--- config.mk ---
export PLATFORM = sky130hd
export DESIGN_NAME = rst_seq_watchdog
export DESIGN_NICKNAME = d
export VERILOG_FILES = /design/src/rtl/rstseq_pkg.sv /design/src/rtl/sat_counter.sv /design/src/rtl/rst_seq_watchdog.sv
export SDC_FILE = /design/constraint.sdc
export NUM_CORES = 1
export LEC_CHECK = 0
export CAP_MARGIN = 10
export CELL_PAD_IN_SITES_DETAIL_PLACEMENT = 1
export CELL_PAD_IN_SITES_GLOBAL_PLACEMENT = 1
export CORE_MARGIN = 4
export CORE_UTILIZATION = 40
export CTS_BUF_LIST = sky130_fd_sc_hd__clkbuf_8
export DETAILED_ROUTE_END_ITERATION = 12
export PLACE_DENSITY = 0.75
export SKIP_LAST_GASP = 1
export SLEW_MARGIN = 20
export SYNTH_ARGS = -nofsm -noshare
export SYNTH_HDL_FRONTEND = slang
export SYNTH_SLANG_ARGS = --single-unit
--- constraint.sdc ---
create_clock -name clk -period 2.7 [get_ports clk]
set_input_delay 0.81 -clock clk [delete_from_list [all_inputs] [get_ports clk]]
set_output_delay 0.81 -clock clk [all_outputs]
set_load 0.01 [all_outputs]
--- src/rtl/rstseq_pkg.sv ---
// Shared state encoding and counter-width helper for the reset sequencer.
// No logic; imported by rst_seq_watchdog.
package rstseq_pkg;

  typedef logic [2:0] state_t;

  localparam state_t ST_HOLD    = 3'd0;
  localparam state_t ST_STAGGER = 3'd1;
  localparam state_t ST_RUN     = 3'd2;
  localparam state_t ST_DONE    = 3'd3;
  localparam state_t ST_TIMEOUT = 3'd4;

  // Bits needed to count 0..value-1, never less than one bit.
  function automatic int unsigned cnt_width(input int unsigned value);
    return (value <= 1) ? 1 : $clog2(value);
  endfunction

endpackage

--- src/rtl/sat_counter.sv ---
// Up-counter with synchronous clear (priority over enable) that sticks at all ones.
// One-cycle update latency; no backpressure.
module sat_counter #(
  parameter int unsigned W = 8
) (
  input  logic         clk,
  input  logic         rst_n,
  input  logic         clr,
  input  logic         en,
  output logic [W-1:0] cnt
);

  always_ff @(posedge clk or negedge rst_n) begin
    if (!rst_n) begin
      cnt <= '0;
    end else if (clr) begin
      cnt <= '0;
    end else if (en && !(&cnt)) begin
      cnt <= cnt + W'(1);
    end
  end

endmodule

--- src/rtl/rst_seq_watchdog.sv ---
// Reset sequencer (hold, staggered per-domain release) plus run-cycle watchdog; outputs registered.
// Optional RSTSEQ_REQ_SYNC_EN puts rst_req through a 2-flop synchronizer (+2 cycles); no backpressure.
module rst_seq_watchdog
  import rstseq_pkg::*;
#(
  parameter int unsigned NUM_DOMAINS    = 4,
  parameter int unsigned HOLD_CYCLES    = 25,
  parameter int unsigned STAGE_GAP      = 4,
  parameter int unsigned TIMEOUT_CYCLES = 15000000,
  parameter int unsigned CNT_W          = 32
) (
  input  logic                   clk,
  input  logic                   rst_n,
  input  logic                   rst_req,
  input  logic                   halt_i,
  output logic [NUM_DOMAINS-1:0] dom_rst_o,
  output logic                   all_released_o,
  output logic [CNT_W-1:0]       cycle_cnt_o,
  output logic                   done_o,
  output logic                   timeout_o
);

  localparam int unsigned IDX_W  = cnt_width(NUM_DOMAINS);
  localparam int unsigned HOLD_W = cnt_width(HOLD_CYCLES);
  localparam int unsigned GAP_W  = cnt_width(STAGE_GAP);

  localparam logic [IDX_W-1:0]       LAST_IDX  = IDX_W'(NUM_DOMAINS - 1);
  localparam logic [HOLD_W-1:0]      HOLD_LAST = HOLD_W'(HOLD_CYCLES - 1);
  localparam logic [GAP_W-1:0]       GAP_LAST  = GAP_W'((STAGE_GAP == 0) ? 0 : STAGE_GAP - 1);
  localparam logic [63:0]            TMO_LAST  = (TIMEOUT_CYCLES == 0) ? 64'd0
                                                 : 64'(TIMEOUT_CYCLES) - 64'd1;
  localparam logic [NUM_DOMAINS-1:0] DOM_ONE   = NUM_DOMAINS'(1);

  logic req;

`ifdef RSTSEQ_REQ_SYNC_EN
  logic req_meta;
  logic req_sync;

  always_ff @(posedge clk or negedge rst_n) begin
    if (!rst_n) begin
      req_meta <= 1'b0;
      req_sync <= 1'b0;
    end else begin
      req_meta <= rst_req;
      req_sync <= req_meta;
    end
  end

  assign req = req_sync;
`else
  assign req = rst_req;
`endif

  state_t state;
  state_t state_nxt;

  logic [HOLD_W-1:0]      hold_cnt;
  logic [GAP_W-1:0]       gap_cnt;
  logic [CNT_W-1:0]       run_cnt;
  logic [IDX_W-1:0]       idx;
  logic [IDX_W-1:0]       idx_nxt;
  logic [NUM_DOMAINS-1:0] dom_rst;
  logic                   done;
  logic                   tmo;

  logic hold_last;
  logic gap_last;
  logic stagger_last;
  logic tmo_hit;

  logic hold_en;
  logic hold_clr;
  logic gap_en;
  logic gap_clr;
  logic run_en;
  logic release_first;
  logic release_next;
  logic set_done;
  logic set_tmo;

  assign hold_last    = (hold_cnt == HOLD_LAST);
  assign gap_last     = (gap_cnt == GAP_LAST);
  // With a zero gap every domain is released on STAGGER entry.
  assign stagger_last = (STAGE_GAP == 0) || (idx == LAST_IDX);
  assign tmo_hit      = (TIMEOUT_CYCLES != 0) && (64'(run_cnt) == TMO_LAST);
  assign idx_nxt      = idx + IDX_W'(1);

  sat_counter #(.W(HOLD_W)) u_hold_cnt (
    .clk   (clk),
    .rst_n (rst_n),
    .clr   (hold_clr),
    .en    (hold_en),
    .cnt   (hold_cnt)
  );

  sat_counter #(.W(GAP_W)) u_gap_cnt (
    .clk   (clk),
    .rst_n (rst_n),
    .clr   (gap_clr),
    .en    (gap_en),
    .cnt   (gap_cnt)
  );

  sat_counter #(.W(CNT_W)) u_run_cnt (
    .clk   (clk),
    .rst_n (rst_n),
    .clr   (req),
    .en    (run_en),
    .cnt   (run_cnt)
  );

  always_ff @(posedge clk or negedge rst_n) begin
    if (!rst_n) begin
      state <= ST_HOLD;
    end else begin
      state <= state_nxt;
    end
  end

  always_comb begin
    state_nxt = state;
    if (req) begin
      state_nxt = ST_HOLD;
    end else begin
      case (state)
        ST_HOLD:    if (hold_last)    state_nxt = ST_STAGGER;
        ST_STAGGER: if (stagger_last) state_nxt = ST_RUN;
        ST_RUN: begin
          // Halt takes priority over a coincident timeout.
          if (halt_i) begin
            state_nxt = ST_DONE;
          end else if (tmo_hit) begin
            state_nxt = ST_TIMEOUT;
          end
        end
        ST_DONE, ST_TIMEOUT: state_nxt = state;
        default:             state_nxt = ST_HOLD;
      endcase
    end
  end

  always_comb begin
    hold_en       = 1'b0;
    hold_clr      = 1'b1;
    gap_en        = 1'b0;
    gap_clr       = 1'b1;
    run_en        = 1'b0;
    release_first = 1'b0;
    release_next  = 1'b0;
    set_done      = 1'b0;
    set_tmo       = 1'b0;
    if (!req) begin
      case (state)
        ST_HOLD: begin
          hold_en       = 1'b1;
          hold_clr      = hold_last;
          release_first = hold_last;
        end
        ST_STAGGER: begin
          if (!stagger_last) begin
            gap_en       = 1'b1;
            gap_clr      = gap_last;
            release_next = gap_last;
          end
        end
        ST_RUN: begin
          run_en   = !halt_i && !tmo_hit;
          set_done = halt_i;
          set_tmo  = !halt_i && tmo_hit;
        end
        default: begin
          run_en = 1'b0;
        end
      endcase
    end
  end

  always_ff @(posedge clk or negedge rst_n) begin
    if (!rst_n) begin
      dom_rst <= '1;
      idx     <= '0;
      done    <= 1'b0;
      tmo     <= 1'b0;
    end else if (req) begin
      dom_rst <= '1;
      idx     <= '0;
      done    <= 1'b0;
      tmo     <= 1'b0;
    end else begin
      if (release_first) begin
        idx     <= '0;
        dom_rst <= (STAGE_GAP == 0) ? '0 : (dom_rst & ~DOM_ONE);
      end
      if (release_next) begin
        idx     <= idx_nxt;
        dom_rst <= dom_rst & ~(DOM_ONE << idx_nxt);
      end
      if (set_done) begin
        done <= 1'b1;
      end
      if (set_tmo) begin
        tmo <= 1'b1;
      end
    end
  end

  assign dom_rst_o      = dom_rst;
  assign all_released_o = (state == ST_RUN);
  assign cycle_cnt_o    = run_cnt;
  assign done_o         = done;
  assign timeout_o      = tmo;

endmodule

Yosys cells after proc, flatten, opt, wreduce, memory -nomap -nowiden
Index checks and enable logic that the tools add are counted.
{"block": "op_classes", "n_addsub": 4, "eq_ne": 12, "n_shift": 1, "muxes": 43, "bitwise": 2, "reduce_logical": 23}
{"op": "32-bit 2-to-1 mux", "count": 2}
{"op": "32-bit by 1-bit adder with 32-bit output (second input constant)", "count": 1}
{"op": "32-bit by 24-bit == test with 1-bit output (second input constant)", "count": 1}
{"op": "32-bit AND reduction", "count": 1}
{"op": "1-bit 2-to-1 mux", "count": 26}
{"op": "3-bit 2-to-1 mux", "count": 5}
{"op": "3-bit case mux with 4 select lines", "count": 1}
{"op": "2-bit nonzero test", "count": 6}
{"op": "2-bit 2-to-1 mux", "count": 5}
{"op": "5-bit 2-to-1 mux", "count": 2}
{"op": "4-bit 2-to-1 mux", "count": 2}
{"op": "3-bit by 2-bit == test with 1-bit output (second input constant)", "count": 2}
{"op": "3-bit != test (second input constant)", "count": 2}
{"op": "5-bit by 1-bit adder with 5-bit output (second input constant)", "count": 1}
{"op": "5-bit == test (second input constant)", "count": 1}
{"op": "1-bit logical AND", "count": 5}
{"op": "1-bit zero test", "count": 5}
{"op": "5-bit AND reduction", "count": 1}
{"op": "2-bit by 1-bit adder with 2-bit output (second input constant)", "count": 2}
{"op": "4-bit AND", "count": 1}
{"op": "2-bit == test (second input constant)", "count": 2}
{"op": "4-bit by 3-bit != test with 1-bit output (second input constant)", "count": 1}
{"op": "4-bit inverter", "count": 1}
{"op": "4-bit AND reduction", "count": 1}
{"op": "8 further kinds", "count": 8}
{"block": "word_totals", "ff_bits": 50, "inputBits": 4, "output_inout_bits": 39, "elab_cells": 94}

Depth between registers and ports, before layout
{"block": "logic_depth", "word_depth": 8, "ltp_mapped": 9, "depth_no_buf": 8}

Cells and area by module
Synthesis repeated with hierarchy kept, for this count alone.
{"block": "unflattened", "cells_unflattened": 297, "area_unflattened_um2": 2959.1}
{"mod": "sat_counter (u_run_cnt)", "instances": 1, "cells_per_inst": 190, "area_each_um2": 1865.5, "seq_area_each_um2": 800.8}
{"mod": "rst_seq_watchdog", "instances": 1, "cells_per_inst": 74, "area_each_um2": 720.7, "seq_area_each_um2": 280.3}
{"mod": "sat_counter (u_hold_cnt)", "instances": 1, "cells_per_inst": 23, "area_each_um2": 249.0, "seq_area_each_um2": 125.1}
{"mod": "sat_counter (u_gap_cnt)", "instances": 1, "cells_per_inst": 10, "area_each_um2": 123.9, "seq_area_each_um2": 50.0}

Worst setup path after synthesis
OpenSTA, ideal clock, no wires.
{"block": "synth_timing", "path_type": "input port to flip-flop", "from": "input rst_req", "to": "register u_run_cnt.cnt[8]", "setup_time_ns": 0.067, "t_arrival_ns": 2.022, "required_ns": 2.633, "slack_ns": 0.612, "path_stages": 6, "n_path_buf": 1, "path_cell_list": "inv_1 and4_1 buf_4 nand4_4 or4_2 nand2_1"}
{"block": "synth_between", "elab_chain_cells": 3, "word_cells_on_any_way": 4, "cone_classes": "2 x mux; 2 x reduce/logical"}
{"item": "start: declaration", "line_no": "rst_seq_watchdog.sv:14", "text": "input logic rst_req,"}
{"item": "1-bit 2-to-1 mux", "line_no": "rst_seq_watchdog.sv:153", "text": "if (!req) begin"}
{"item": "1-bit logical AND", "line_no": "sat_counter.sv:18", "text": "end else if (en && !(&cnt)) begin"}
{"item": "2-bit nonzero test (no line)"}
{"item": "end signal: assignment", "line_no": "sat_counter.sv:19", "text": "cnt <= cnt + W'(1);"}
{"item": "end: declaration", "line_no": "sat_counter.sv:10", "text": "output logic [W-1:0] cnt"}
Parallel ways exist; a longest one is shown, timed or not.
A chain may end at the register's enable or synchronous reset.

Worst setup path in the final report
{"block": "layout_timing", "from": "register state[1]", "to": "output all_released_o"}
{"block": "layout_between", "elab_chain_cells": 1}
{"item": "start: declaration", "line_no": "rst_seq_watchdog.sv:55", "text": "state_t state;"}
{"item": "start signal: assignment", "line_no": "rst_seq_watchdog.sv:117", "text": "state <= state_nxt;"}
{"item": "3-bit by 2-bit == test with 1-bit output", "line_no": "rst_seq_watchdog.sv:209", "text": "assign all_released_o = (state == ST_RUN);"}
{"item": "end: declaration", "line_no": "rst_seq_watchdog.sv:17", "text": "output logic all_released_o,"}
No other way between the ends.

==> run summary <==
==========================================================================================
Cell row count ..............................................................           31
Routed wire length on met3 ..................................................       323 µm
Overall die area ............................................................  0.00895 mm²
Cells along the critical path ............................................... inv_1 > nor3_2 > clkdlybuf4s50_1
GRT Residual Overflow .......................................................            0
Number of clock sinks .......................................................           50
Proportion of layout cells with a drive suffix above 1 ......................        15.4%
Logic depth of the worst path, buffers included .............................            3
Clock edge transition at the registers on the reported setup and hold paths .       100 ps
Placement-stage worst setup slack ...........................................       112 ps
H-tree lvl count ............................................................            2
Share of async-settable or async-resettable flops after synthesis ...........         100%
Die Y-Extent ................................................................      94.6 µm
Crit path max-delay family .................................................. buffers and inverters
Total area of sequential cells ..............................................  0.00126 mm²
Maximum buffer depth of the clock tree ......................................            2
Main combinational cell family by area after synthesis ...................... simple AND/OR/NAND/NOR gates
DP Wirelength ...............................................................      5.70 mm
Mean number of vias per cell ................................................         5.64
Via count ...................................................................        2,641
Part of the cycle the worst path needs ......................................        93.8%
Initial antenna violation count .............................................            0
Area of placed instances ....................................................  0.00358 mm²
Mapped Avg Cell Area ........................................................     9.47 µm²
Number of slew-limit violations in the final report .........................            0
Total of flip-flops plus latches after synthesis ............................           50
TritonCTS clock tree ........................................................        built
Yosys cell types ............................................................           53
Area taken by multi-input logic gates .......................................  0.00163 mm²
Antenna-violating nets left .................................................            0
Setup TNS after final layout ................................................         0 ps
Start-to-end type of the worst setup path ................................... flop to output pin
Synthesized-area fraction occupied by xor and xnor cells ....................        2.92%
Number of global-route vias before repair ...................................        2,722
Unrepaired setup endpoints after global routing .............................        false
Count of max-cap constraint violations ......................................            0
CP startpoint ............................................................... state[1]$_DFFE_PN0P_
CP Data Arrival Time ........................................................      1720 ps
Share of cell area taken by muxes after synthesis ...........................        3.58%
Net count after synthesis ...................................................          331
Fillers .....................................................................          865
Data required time of the critical path .....................................      1890 ps
Number of buffers and inverters on the critical path ........................            2
Port Buffers ................................................................           42
Fmax ........................................................................      395 MHz
Synthesis Warnings ..........................................................            0
Hold Path Stages ............................................................            1
Initial core utilization ....................................................        41.2%
Final Hold Viols ............................................................            0
Routability-driven placement congestion ratio ...............................        0.872
Dominant cell type by area after synthesis ..................................      dfrtp_1
First-pass GRT wire length ..................................................      13.8 mm
Number of instances in the synthesized netlist ..............................          317
Beginning of the worst register-to-register path ............................ u_run_cnt.cnt[0]$_DFFE_PN0P_
# setup viols final .........................................................            0
Inserted Clock Buffers ......................................................            5
Setup fix buffers added after clock tree synthesis ..........................            0
Area share of the leading cell type in the synthesized netlist ..............        38.3%
Hold slack final ............................................................       459 ps
Critical Path End Type ......................................................   output pin
Worst hold path startpoint .................................................. u_gap_cnt.cnt[0]$_DFFE_PN0P_
Most frequently used flop master after synthesis ............................      dfrtp_1
Total wire length ...........................................................      8.05 mm
Power density of the placed cells ...........................................   398 mW/mm²
Final worst-path setup slack ................................................       168 ps
Number of flops mapped to enable cells by yosys .............................            0
Outcome ..................................................................... finished, final reports clean
Stage delay of the slowest cell on the critical path ........................       580 ps
Kind of launch point of the worst setup path ................................         flop
Synthesized-area fraction occupied by and/or/nand/nor cells .................        34.5%
Clock period minus final worst setup slack ..................................      2530 ps
Nets ........................................................................          382
Leakage component of the power ..............................................      1.54 nW
Total power .................................................................      1.48 mW
Area added between synthesis and finish .....................................        24.3%
Slew margin rel. ............................................................        54.9%
Register-to-Register Path Depth .............................................            7
Number of diodes ............................................................            0
Length of the first detailed-routing pass in iterations .....................            4
Boundary Pins ...............................................................           43
Most frequent cell after synthesis ..........................................      dfrtp_1
Crit-path slowest cell ...................................................... clkdlybuf4s50_1
Violation count after the first detailed-route iteration ....................          117
Source-to-sink clock delay at the later pin of the worst-skew pair ..........       310 ps
# DRC .......................................................................            0
Most area-consuming cells after synthesis ................................... dfrtp_1, nand2_1, ha_1, dfstp_2, nor2_1
Worst Clk Skew ..............................................................      5.36 ps
Cell area after technology mapping ..........................................  0.00300 mm²
Most frequent cells after synthesis ......................................... dfrtp_1, nand2_1, nor2_1
Overall track demand over capacity in global routing ........................        19.5%
Total routed wire length on the met1 layer ..................................      3.70 mm
Core Footprint ..............................................................  0.00729 mm²
Complex-gate fraction of the synthesized area ...............................        9.00%
Seq/Total Area, Yosys .......................................................        41.9%
Mean routed wirelength per cell .............................................      17.2 µm
Synthesized-area fraction occupied by adder cells ...........................        4.17%
Routed wire length on met2 ..................................................      3.94 mm
HP Class .................................................................... flop to flop
Area of all placed cells without fillers ....................................  0.00373 mm²
Width of the die ............................................................      94.6 µm
Clock Tree Root .............................................................     clkbuf_8
Critical-path maximum fanout ................................................            6
Top routing layer in use ....................................................         met4
Worst ir drop on vdd ........................................................   0.000182 V
Actual slew at the worst max-slew pin .......................................       676 ps
Maximum number of pins on one net before global-route repair ................           51
==========================================================================================
==> layout make-up <==
class / count / share of cell area [%]
tap: 99 / 3.32
timing repair buffer: 56 / 14.3
clock buffer: 6 / 2.21
inverter: 12 / 1.21
clock inverter: 2 / 1.61
sequential: 50 / 33.7
multi-input combinational: 243 / 43.7
==> metrics by stage <==
step	util (%)	instances
finish	51.2	468
global route	51.2	468
CTS	51.1	468
detailed placement	49.2	460
global placement	49.2	460
floorplan	-	317
==> per-layer routing <==
layer  global-route usage [%]  vias to the layer above
li1                         -                     1262
met1                     27.0                     1315
met2                     31.2                       57
met3                     3.67                        7
met4                     5.17                        0
met5                        0                        -
==> cells in the final DEF (no fill, tap or decap), drive strengths merged, types with 9 or more instances in the layout <==
master          n
nor2           29
ha             10
nand4          14
or4             9
inv            12
dfrtp          46
nand2          39
nand3          21
nor4           10
buf            15
a21oi          15
nor3           13
o21ai           9
clkdlybuf4s50  41
==> report_power, final <==
part / switching [mW] / total, mW / internal (mW) / leakage, nW
clock: 0.265 / 0.661 / 0.395 / 0.0714
combinational: 0.0438 / 0.0629 / 0.0192 / 0.788
sequential: 0.00669 / 0.760 / 0.754 / 0.681
total: 0.316 / 1.48 / 1.17 / 1.54
==> sequential cells by signal, indices dropped and copies added, names as in the netlist <==
signal,flops
done_o,1
timeout_o,1
u_gap_cnt.cnt,2
dom_rst_o,4
state,3
u_hold_cnt.cnt,5
u_run_cnt.cnt,32
idx,2
==> path summary, 6_finish.rpt <==
check                                                     end  slack [ps]
worst max register to register  u_run_cnt.cnt[21]$_DFFE_PN0P_         490
worst max-delay path                           all_released_o         170
worst min register to register   u_gap_cnt.cnt[0]$_DFFE_PN0P_         460
max in group asynchronous        u_gap_cnt.cnt[1]$_DFFE_PN0P_        1640
worst min-delay path             u_gap_cnt.cnt[0]$_DFFE_PN0P_         460
min in group asynchronous       u_hold_cnt.cnt[0]$_DFFE_PN0P_         590
==> logic make-up (layout without fill, tap and decap cells) <==
kind of cell               Yosys count  after routing
AOI/OAI and AO/OA                   43             43
and+or+nand+nor                    170            170
DFF                                 50             50
xor gates and xnor gates            10             10
buffers and inverters               24             76
muxes                               10             10
adders and majority gates           10             10
==> what timing repair did <==
action	4_1_cts	5_1_grt
endpoints found under the hold margin	0	0
endpoints found under the setup margin	0	1
hold buffers	0	0
resized for setup	0	1
Power figures use the tool's default switching activity.
